### src/rtl/complete_arbiter_pkg.sv
// Shared widths and result record for the FU -> complete-stage arbiter.
package complete_arbiter_pkg;
  localparam int DATA_W = 32;
  localparam int PREG_W = 6;
  localparam int ROB_W  = 4;
  localparam int NUM_FU = 3;

  typedef struct packed {
    logic [DATA_W-1:0] result;
    logic [PREG_W-1:0] dest;
    logic [ROB_W-1:0]  rob;
  } fu_result_t;
endpackage

### src/rtl/result_fifo.sv
// Per-FU result queue: DEPTH entries, registered count, ready = not full.
module result_fifo
  import complete_arbiter_pkg::*;
#(
  parameter int  DEPTH   = 2,
  parameter type entry_t = fu_result_t,
  localparam int PTR_W   = $clog2(DEPTH),
  localparam int CNT_W   = $clog2(DEPTH + 1)
) (
  input  logic             clk,
  input  logic             rst,
  input  logic             flush,
  input  logic             push,
  input  logic             pop,
  input  entry_t           din,
  output entry_t           head,
  output logic [CNT_W-1:0] count,
  output logic             ready
);
  entry_t           mem [DEPTH];
  logic [PTR_W-1:0] wr_ptr, rd_ptr;

  always_ff @(posedge clk or posedge rst) begin
    if (rst) begin
      wr_ptr <= '0;
      rd_ptr <= '0;
      count  <= '0;
    end else if (flush) begin
      wr_ptr <= '0;
      rd_ptr <= '0;
      count  <= '0;
    end else begin
      if (push) wr_ptr <= wr_ptr + 1'b1;
      if (pop)  rd_ptr <= rd_ptr + 1'b1;
      case ({push, pop})
        2'b10:   count <= count + 1'b1;
        2'b01:   count <= count - 1'b1;
        default: ;
      endcase
    end
  end

  // Storage needs no reset: count gates everything that reads it.
  always_ff @(posedge clk) begin
    if (push) mem[wr_ptr] <= din;
  end

  assign head  = mem[rd_ptr];
  assign ready = (count != CNT_W'(DEPTH));
endmodule

### src/rtl/complete_arbiter.sv
// Queues per-FU results and retires one per cycle, round-robin, onto a registered result bus.
module complete_arbiter #(
  parameter int DATA_W = complete_arbiter_pkg::DATA_W,
  parameter int PREG_W = complete_arbiter_pkg::PREG_W,
  parameter int ROB_W  = complete_arbiter_pkg::ROB_W,
  parameter int NUM_FU = complete_arbiter_pkg::NUM_FU,
  parameter int DEPTH  = 2
) (
  input  logic                           clk,
  input  logic                           rst,
  input  logic                           en_flag_i,
  input  logic                           flush_i,
  input  logic [NUM_FU-1:0]              fu_valid_i,
  input  logic [NUM_FU-1:0][DATA_W-1:0]  fu_result_i,
  input  logic [NUM_FU-1:0][PREG_W-1:0]  fu_dest_i,
  input  logic [NUM_FU-1:0][ROB_W-1:0]   fu_rob_i,
  output logic [NUM_FU-1:0]              fu_ready_o,
  output logic [DATA_W-1:0]              result,
  output logic [PREG_W-1:0]              result_dest,
  output logic [ROB_W-1:0]               result_ROB,
  output logic [1:0]                     result_FU,
  output logic                           result_valid,
  output logic                           en_flag_o
);
  localparam int FU_W  = (NUM_FU > 1) ? $clog2(NUM_FU) : 1;
  localparam int CNT_W = $clog2(DEPTH + 1);

  typedef struct packed {
    logic [DATA_W-1:0] result;
    logic [PREG_W-1:0] dest;
    logic [ROB_W-1:0]  rob;
  } entry_t;

  entry_t [NUM_FU-1:0]            head;
  logic   [NUM_FU-1:0][CNT_W-1:0] count;
  logic   [NUM_FU-1:0]            push, pop, nonempty;
  logic   [FU_W-1:0]              rr_ptr, gnt_idx;
  logic                           gnt_vld;

  for (genvar i = 0; i < NUM_FU; i++) begin : g_fu
    entry_t din;
    assign din         = '{result: fu_result_i[i], dest: fu_dest_i[i], rob: fu_rob_i[i]};
    assign push[i]     = fu_valid_i[i] & fu_ready_o[i] & ~flush_i;
    assign pop[i]      = gnt_vld & (gnt_idx == FU_W'(i)) & ~flush_i;
    assign nonempty[i] = (count[i] != '0);

    result_fifo #(.DEPTH(DEPTH), .entry_t(entry_t)) u_fifo (
      .clk   (clk),
      .rst   (rst),
      .flush (flush_i),
      .push  (push[i]),
      .pop   (pop[i]),
      .din   (din),
      .head  (head[i]),
      .count (count[i]),
      .ready (fu_ready_o[i])
    );
  end

  // Scan from farthest to nearest so the FU right after rr_ptr wins.
  always_comb begin
    int idx;
    idx     = 0;
    gnt_vld = 1'b0;
    gnt_idx = rr_ptr;
    if (en_flag_i) begin
      for (int k = NUM_FU; k >= 1; k--) begin
        idx = (int'(rr_ptr) + k) % NUM_FU;
        if (nonempty[idx]) begin
          gnt_vld = 1'b1;
          gnt_idx = FU_W'(idx);
        end
      end
    end
  end

  always_ff @(posedge clk or posedge rst) begin
    if (rst) begin
      result       <= '0;
      result_dest  <= '0;
      result_ROB   <= '0;
      result_FU    <= '0;
      result_valid <= 1'b0;
      en_flag_o    <= 1'b0;
      rr_ptr       <= FU_W'(NUM_FU - 1);
    end else begin
      en_flag_o <= en_flag_i;
      if (flush_i) begin
        result_valid <= 1'b0;
      end else if (gnt_vld) begin
        result       <= head[gnt_idx].result;
        result_dest  <= head[gnt_idx].dest;
        result_ROB   <= head[gnt_idx].rob;
        result_FU    <= 2'(gnt_idx);
        result_valid <= 1'b1;
        rr_ptr       <= gnt_idx;
      end else begin
        result_valid <= 1'b0;
      end
    end
  end
endmodule
### config.mk
export PLATFORM = sky130hd
export DESIGN_NAME = complete_arbiter
export DESIGN_NICKNAME = d
export VERILOG_FILES = /design/src/rtl/complete_arbiter_pkg.sv /design/src/rtl/result_fifo.sv /design/src/rtl/complete_arbiter.sv
export SDC_FILE = /design/constraint.sdc
export NUM_CORES = 1
export LEC_CHECK = 0
export BUFFER_PORTS_ARGS = -buffer_cell sky130_fd_sc_hd__buf_2
export CAP_MARGIN = 10
export CELL_PAD_IN_SITES_DETAIL_PLACEMENT = 0
export CELL_PAD_IN_SITES_GLOBAL_PLACEMENT = 2
export CORE_MARGIN = 2
export CORE_UTILIZATION = 43
export CTS_CLUSTER_DIAMETER = 50
export DETAILED_ROUTE_END_ITERATION = 8
export HOLD_SLACK_MARGIN = 0.15
export PLACE_DENSITY = 0.86
export SLEW_MARGIN = 20
export SYNTH_ARGS = -nofsm -noshare
export SYNTH_HDL_FRONTEND = slang
export SYNTH_HIERARCHICAL = 1
export SYNTH_SLANG_ARGS = --single-unit
### constraint.sdc
create_clock -name clk -period 4.28 [get_ports clk]
set_clock_uncertainty 0.1 [all_clocks]
set_input_delay 0.856 -clock clk [delete_from_list [all_inputs] [get_ports clk]]
set_output_delay 0.856 -clock clk [all_outputs]
set_load 0.01 [all_outputs]
==> results of run 1 <==
[cells in the final DEF (no fill, tap or decap), types with 3 or more instances in the layout]
cell	instances
clkbuf_16	38
and2_1	3
mux2_2	9
nand2_1	48
dfrtp_1	55
buf_2	181
nand2b_1	3
inv_6	3
nor2b_4	3
nor3b_2	6
o211ai_1	23
buf_12	5
o21ai_1	3
o211ai_2	19
nor3_2	3
clkbuf_1	11
edfxtp_1	252
nor2b_1	4
xnor2_1	6
mux2_4	117
nor2_1	18
inv_1	7
ha_1	3
xor2_1	3
dfrtp_4	3
and3b_1	3
buf_4	11
nor3_1	4
o21ai_0	5
and2_2	3
mux2i_1	42
o2111ai_1	42
clkinv_1	6
bufinv_16	3
diode_2	8
[power groups by stage]
stage                     clock (mW)  combinational (mW)  sequential [mW]
after floorplan                    0                1.92             3.91
after global placement             0                2.52             4.02
after detailed placement           0                2.55             4.03
after CTS                       3.11                2.56             3.97
after global routing            3.24                2.73             4.00
final                           3.05                2.53             3.96
[final timing paths]
check / to / start / slack, ps
worst max-delay path: g_fu[0].u_fifo/count[1]$_DFFE_PP0P_ / result_FU[0]$_DFFE_PP0P_ / 600
worst min-delay path: g_fu[1].u_fifo/rd_ptr$_DFFE_PP0P_ / rst / 160
worst max register to register: g_fu[0].u_fifo/count[1]$_DFFE_PP0P_ / result_FU[0]$_DFFE_PP0P_ / 600
worst min register to register: result[22]$_DFFE_PP0P_ / result[22]$_DFFE_PP0P_ / 400
max in group asynchronous: rr_ptr[1]$_DFFE_PP1P_ / rst / 2910
min in group clk: result[22]$_DFFE_PP0P_ / result[22]$_DFFE_PP0P_ / 400
[synthesized netlist by cell type, drive strengths merged]
master	instances	area, um2
a211oi	1	12.5
and2	6	37.5
or2	2	12.5
nand2b	3	18.8
o311ai	1	16.3
nor3	7	50.1
dfrtp	58	1450
inv	9	33.8
o21bai	3	33.8
xor2	3	26.3
nand2	48	180
a32oi	1	8.76
ha	3	37.5
a21o	2	15.0
edfxtp	252	7570
a21oi	4	27.5
o31ai	1	7.51
nor3b	7	82.6
o21ai	9	48.8
and3	1	6.26
mux2	126	1860
nor2b	7	43.8
o211ai	42	410
xnor2	6	52.6
a221oi	1	15.0
o22ai	1	6.26
a31oi	1	12.5
nor2	19	71.3
dfstp	1	26.3
o2111ai	42	368
mux2i	42	420
a21boi	1	7.51
buf	34	428
a311o	1	10.0
and3b	3	26.3
o21a	1	7.51
nor4	1	6.26
a211o	1	8.76
clkbuf	16	60.1
[per-layer routing]
metal,part of all wire (%),vias to the layer above,GRT usage [%]
li1,-,3385,-
met1,46,3713,25.3
met2,46,214,28.8
met3,6.2,45,4.45
met4,1.7,4,4.85
met5,0.089,-,0
[flip-flops by register name, summed over array words and instances (netlist names)]
signal / flops
g_fu.u_fifo/count: 6
result_FU: 2
result: 32
en_flag_o: 1
result_dest: 6
result_valid: 1
g_fu.u_fifo/wr_ptr: 3
rr_ptr: 1
g_fu.u_fifo/rd_ptr: 3
g_fu.u_fifo/mem: 252
result_ROB: 4
[final cells by class]
cell class,count,area (um2)
clock inverters,16,173
repair buffers,197,1090
fillers,2552,14900
diodes,8,20.0
clock buffers,51,1020
well taps,396,495
multi-input cells,397,4010
inverters,9,33.8
flip-flops and latches,311,9060
[cells by family after synthesis]
logic type	count (synthesis)
muxes	168
buffers and inverters	59
DFF	311
AOI/OAI and AO/OA	113
and+or+nand+nor	104
adders and majority gates	3
xor gates and xnor gates	9
[per-stage QoR]
step                hold slack, ps  setup slack (ps)  cells  utilization (%)
floorplan                      395               596    767                -
global placement               374               733   1310             47.8
detailed placement             385               619   1310             47.8
CTS                            153               603   1377             51.6
global route                   174               274   1379             51.6
finish                         162               603   1385             51.7
==> run summary, run 1 <==
DIE WIDTH: 181 um
XOR/XNOR Fraction of Synth Area: 0.583%
vias per cell: 5.31
IO Pins: 182
PwrDens: 600 nW/um2
Clk pwr share: 32.0%
minimum clock period: 3680 ps
worst path cell trace: inv_1 > ha_1 > o21ai_0 > a21oi_2 > nor2_1 > a311o_2 > or2_2 > nor2b_1 > nor3b_2 > o21ai_1 > nor3b_2
Die ar.: 32900 um2
Die H: 181 um
antenna viol nets, final: 0
multiplexer share of the synthesized area: 16.9%
drt pass-1 iters: 5
Max Freq: 272 MHz
Worst-path clk slew: 50 ps
Bufs and invs on worst path: 1
drt wl/cell: 21.8 um
worst skew pair latency: 510 ps
RSZ-0062 raised after global routing: no
switching fraction of total power: 30.9%
Post-Syn Instances: 767
Comb power frac: 26.5%
Final Setup Violations: 0
maxcap violations: 0
P&R area growth vs syn: 17.6%
setup TNS: 0 ps
Detailed Route WL: 30200 um
crit share post-route: 85.9%
fin. max-slew vios: 0
std cell rows: 64
count of cell types in the netlist: 52
critical path endpoint category: register
vias in the first global route: 7528
critical path class: register to register
largest net degree at the start of global routing: 44
share of cells above drive strength 1: 43.5%
Final #Nets: 1089
Sink Count: 311
global-route usage over all layers: 18.2%
CTS tree: done
I/O Buffers: 181
Max IR drop VDD: 0.350 mV
post-route cell area: 15900 um2
YS warnings: 6
register bit total from synthesis: 311
Core Box Area: 30700 um2
sequential fraction of the synthesis area: 66.9%
sw power: 2.95 mW
Worst path max stage delay: 510 ps
Placement Cell Area: 14700 um2
total grt overflow: 0
first-pass GRT wire length: 45400 um
run status: complete, no violations
largest family of logic cells by synthesized area: multiplexers
Post CTS Setup Buffer Count: 0
syn nets: 903
cell depth of the worst flop-to-flop path: 11
H-tree depth: 2
routability cong.: 0.774
crit-path max FO: 14
Design Power: 9.54 mW
P_int: 6.59 mW
DRC violations left: 0
Synth Area in Simple Gates: 3.96%
Syn Area/Cell: 17.6 um2
total number of vias: 7361
initial antenna violation count: 9
Data arrival, critical path: 3950 ps
initial drt markers: 515
worst-margin pin slew: 942 ps
sequential share of power: 41.5%
post-DP HPWL: 19500 um
Max stage delay cell, worst path: a311o_2
Final Hold Viols: 0
worst hold-check path type: input port to asynchronous set/reset pin
Initial Utilization: 43.9%
Post-Synth Adder-Cell Area: 0.278%
max_slew headroom: 37.2%
clock root cell: clkbuf_16
Data required, critical path: 4560 ps
Leakage: 6.16 nW
CTS Buf Count: 37
cell area after synthesis: 13500 um2
delay-heaviest family, CP: simple AND/OR/NAND/NOR gates
post-synthesis compound-gate area fraction: 7.52%
crit path launch type: register
Critical Path Most Common Cell: nor3b_2
Worst path depth: 11
hold_buf cts: 0
clock buffer depth: 3
number of gates resized after cts: 0
No activity file was read; power rests on OpenSTA's default activity.
==> run 2, diff against run 1 <==
==> constraint.sdc (replaced) <==
create_clock -name clk -period 4.28 [get_ports clk]
set_clock_uncertainty 0.1 [all_clocks]
set_input_delay 0 -clock clk [delete_from_list [all_inputs] [get_ports clk]]
set_output_delay 0 -clock clk [all_outputs]
set_load 0.01 [all_outputs]
==> run summary, run 2 (synthesized netlist as in run 1, its figures left out) <==
run status: complete, no violations
total number of vias: 8333 (+13%)
crit share post-route: 83.6% (-2.3 points)
minimum clock period: 3580 ps (-97.7 ps)
Final Setup Violations: 0 (unchanged)
vias in the first global route: 8972 (+19%)
biggest regs: g_fu.u_fifo/mem: 252 flops, result: 32 flops
DIE WIDTH: 181 um (unchanged)
Core Box Area: 30700 um2 (unchanged)
Biggest register: g_fu.u_fifo/mem
initial drt markers: 418 (-19%)
I/O Buffers: 181 (unchanged)
worst skew pair latency: 520 ps (about the same)
crit-path max FO: 24 (+10)
Data arrival, critical path: 3860 ps (-90 ps)
Detailed Route WL: 33000 um (+9.1%)
fin cells: 1626 (+17%)
CTS Buf Count: 37 (unchanged)
PwrDens: 528 nW/um2 (-12%)
post-DP HPWL: 19300 um (-1.2%)
Die ar.: 32900 um2 (unchanged)
P&R area growth vs syn: 35.7%
critical path endpoint category: register
Data required, critical path: 4560 ps (about the same)
Sink Count: 311 (unchanged)
antenna viol nets, final: 0 (unchanged)
Initial Utilization: 43.9% (unchanged)
fin. max-slew vios: 0 (unchanged)
largest net degree at the start of global routing: 45 (+2.3%)
global-route usage over all layers: 20.0% (+1.8 points)
CTS tree: done
Final #Nets: 1336 (+23%)
routability cong.: 0.810 (+4.7%)
post-route cell area: 18300 um2 (+15%)
clock buffer depth: 3 (unchanged)
first-pass GRT wire length: 50600 um (+11%)
Max IR drop VDD: 0.474 mV (+36%)
RSZ-0062 raised after global routing: no
vias per cell: 5.12 (-3.6%)
setup TNS: 0 ps (unchanged)
max_slew headroom: 37.1% (-0.080 points)
crit path launch type: register
IO Pins: 182 (unchanged)
std cell rows: 64 (unchanged)
drt wl/cell: 20.3 um (-7.1%)
DP Cell Count: 1308 (-0.15%)
total grt overflow: 0 (unchanged)
initial antenna violation count: 2 (-7)
maxcap violations: 0 (unchanged)
drt pass-1 iters: 5 (unchanged)
worst hold-check path type: input port to register
share of cells above drive strength 1: 35.3% (-8.3 points)
Placement Cell Area: 14600 um2 (-0.35%)
Final Hold Viols: 0 (unchanged)
worst-margin pin slew: 943 ps (+1.20 ps)
critical path class: register to register
most common cell after layout, fill and taps aside: edfxtp_1
most frequent cells in the layout: 252 x edfxtp_1, 249 x dlygate4sd3_1, 181 x buf_2, 117 x mux2_4, 55 x dfrtp_1
H-tree depth: 2 (unchanged)
clock root cell: clkbuf_16
DRC violations left: 0 (unchanged)
fillcell total: 2332 (-8.6%)
Worst-path clk slew: 60 ps (about the same)
Die H: 181 um (unchanged)
Max Freq: 279 MHz (+2.7%)
Largest register FFs: 252 (unchanged)
worst reg2reg setup slack: 700 ps (+100 ps)
Leakage: 7.21 nW (+17%)
==> run 2: worst paths after layout <==
check / startpoint / end / cells past startpoint
setup / recovery: result_FU[0]$_DFFE_PP0P_ / g_fu[2].u_fifo/count[1]$_DFFE_PP0P_ / 11
hold / removal: fu_result_i[65] / g_fu[2].u_fifo/mem[1][11]$_DFFE_PP_ / 2
setup reg to reg: result_FU[0]$_DFFE_PP0P_ / g_fu[2].u_fifo/count[1]$_DFFE_PP0P_ / 11
hold reg to reg: result[12]$_DFFE_PP0P_ / result[12]$_DFFE_PP0P_ / 2
max in group asynchronous: rst / result_dest[5]$_DFFE_PP0P_ / 5
min in group asynchronous: rst / g_fu[1].u_fifo/count[1]$_DFFE_PP0P_ / 4
==> run 2: what timing repair did <==
item	CTS	global route
hold buffers	248	1
setup buffers	0	0
endpoints found under the hold margin	333	2
gates resized for setup	0	0
==> run 2: metal layers <==
metal	vias up	share of wire [%]	global-route usage [%]
li1	3873	-	-
met2	245	49	34.7
met4	0	1.9	5.89
met3	41	5.7	3.83
met1	4174	43	25.5
met5	-	0	0
==> run 2: critical path, cell delays in order (launching register included) <==
cell and delay [ps]:
dfrtp_1 450, inv_1 130, ha_1 460, o21ai_0 220
a21oi_2 240, nor2_1 140, a311o_2 510, inv_2 400
and3_1 320, and3b_1 210, nor3_1 180, nor3b_2 70
==> run 2: area by class of cell <==
type	instances	area [um2]	area share (%)
multi-input combinational	397	4010	21.9
clock buffer	54	1100	6.01
timing repair buffer	444	3530	19.2
sequential	311	9060	49.4
inverter	9	33.8	0.184
clock inverter	13	100	0.546
antenna	2	5.00	0.0273
tap	396	495	2.70
==> run 2: where the power goes <==
group	switching (mW)	internal, mW
sequential	0.335	3.63
clock	1.21	1.81
combinational	1.46	1.23
total	3.01	6.67
==> run 2: per-stage QoR <==
step,util (%),total power [mW],setup slack (ps),hold slack [ps]
floorplan,-,5.83,773,-334
global placement,47.6,6.49,871,-162
detailed placement,47.6,6.55,721,-167
CTS,59.6,9.76,699,152
global route,59.6,10.1,419,154
finish,59.6,9.68,701,160
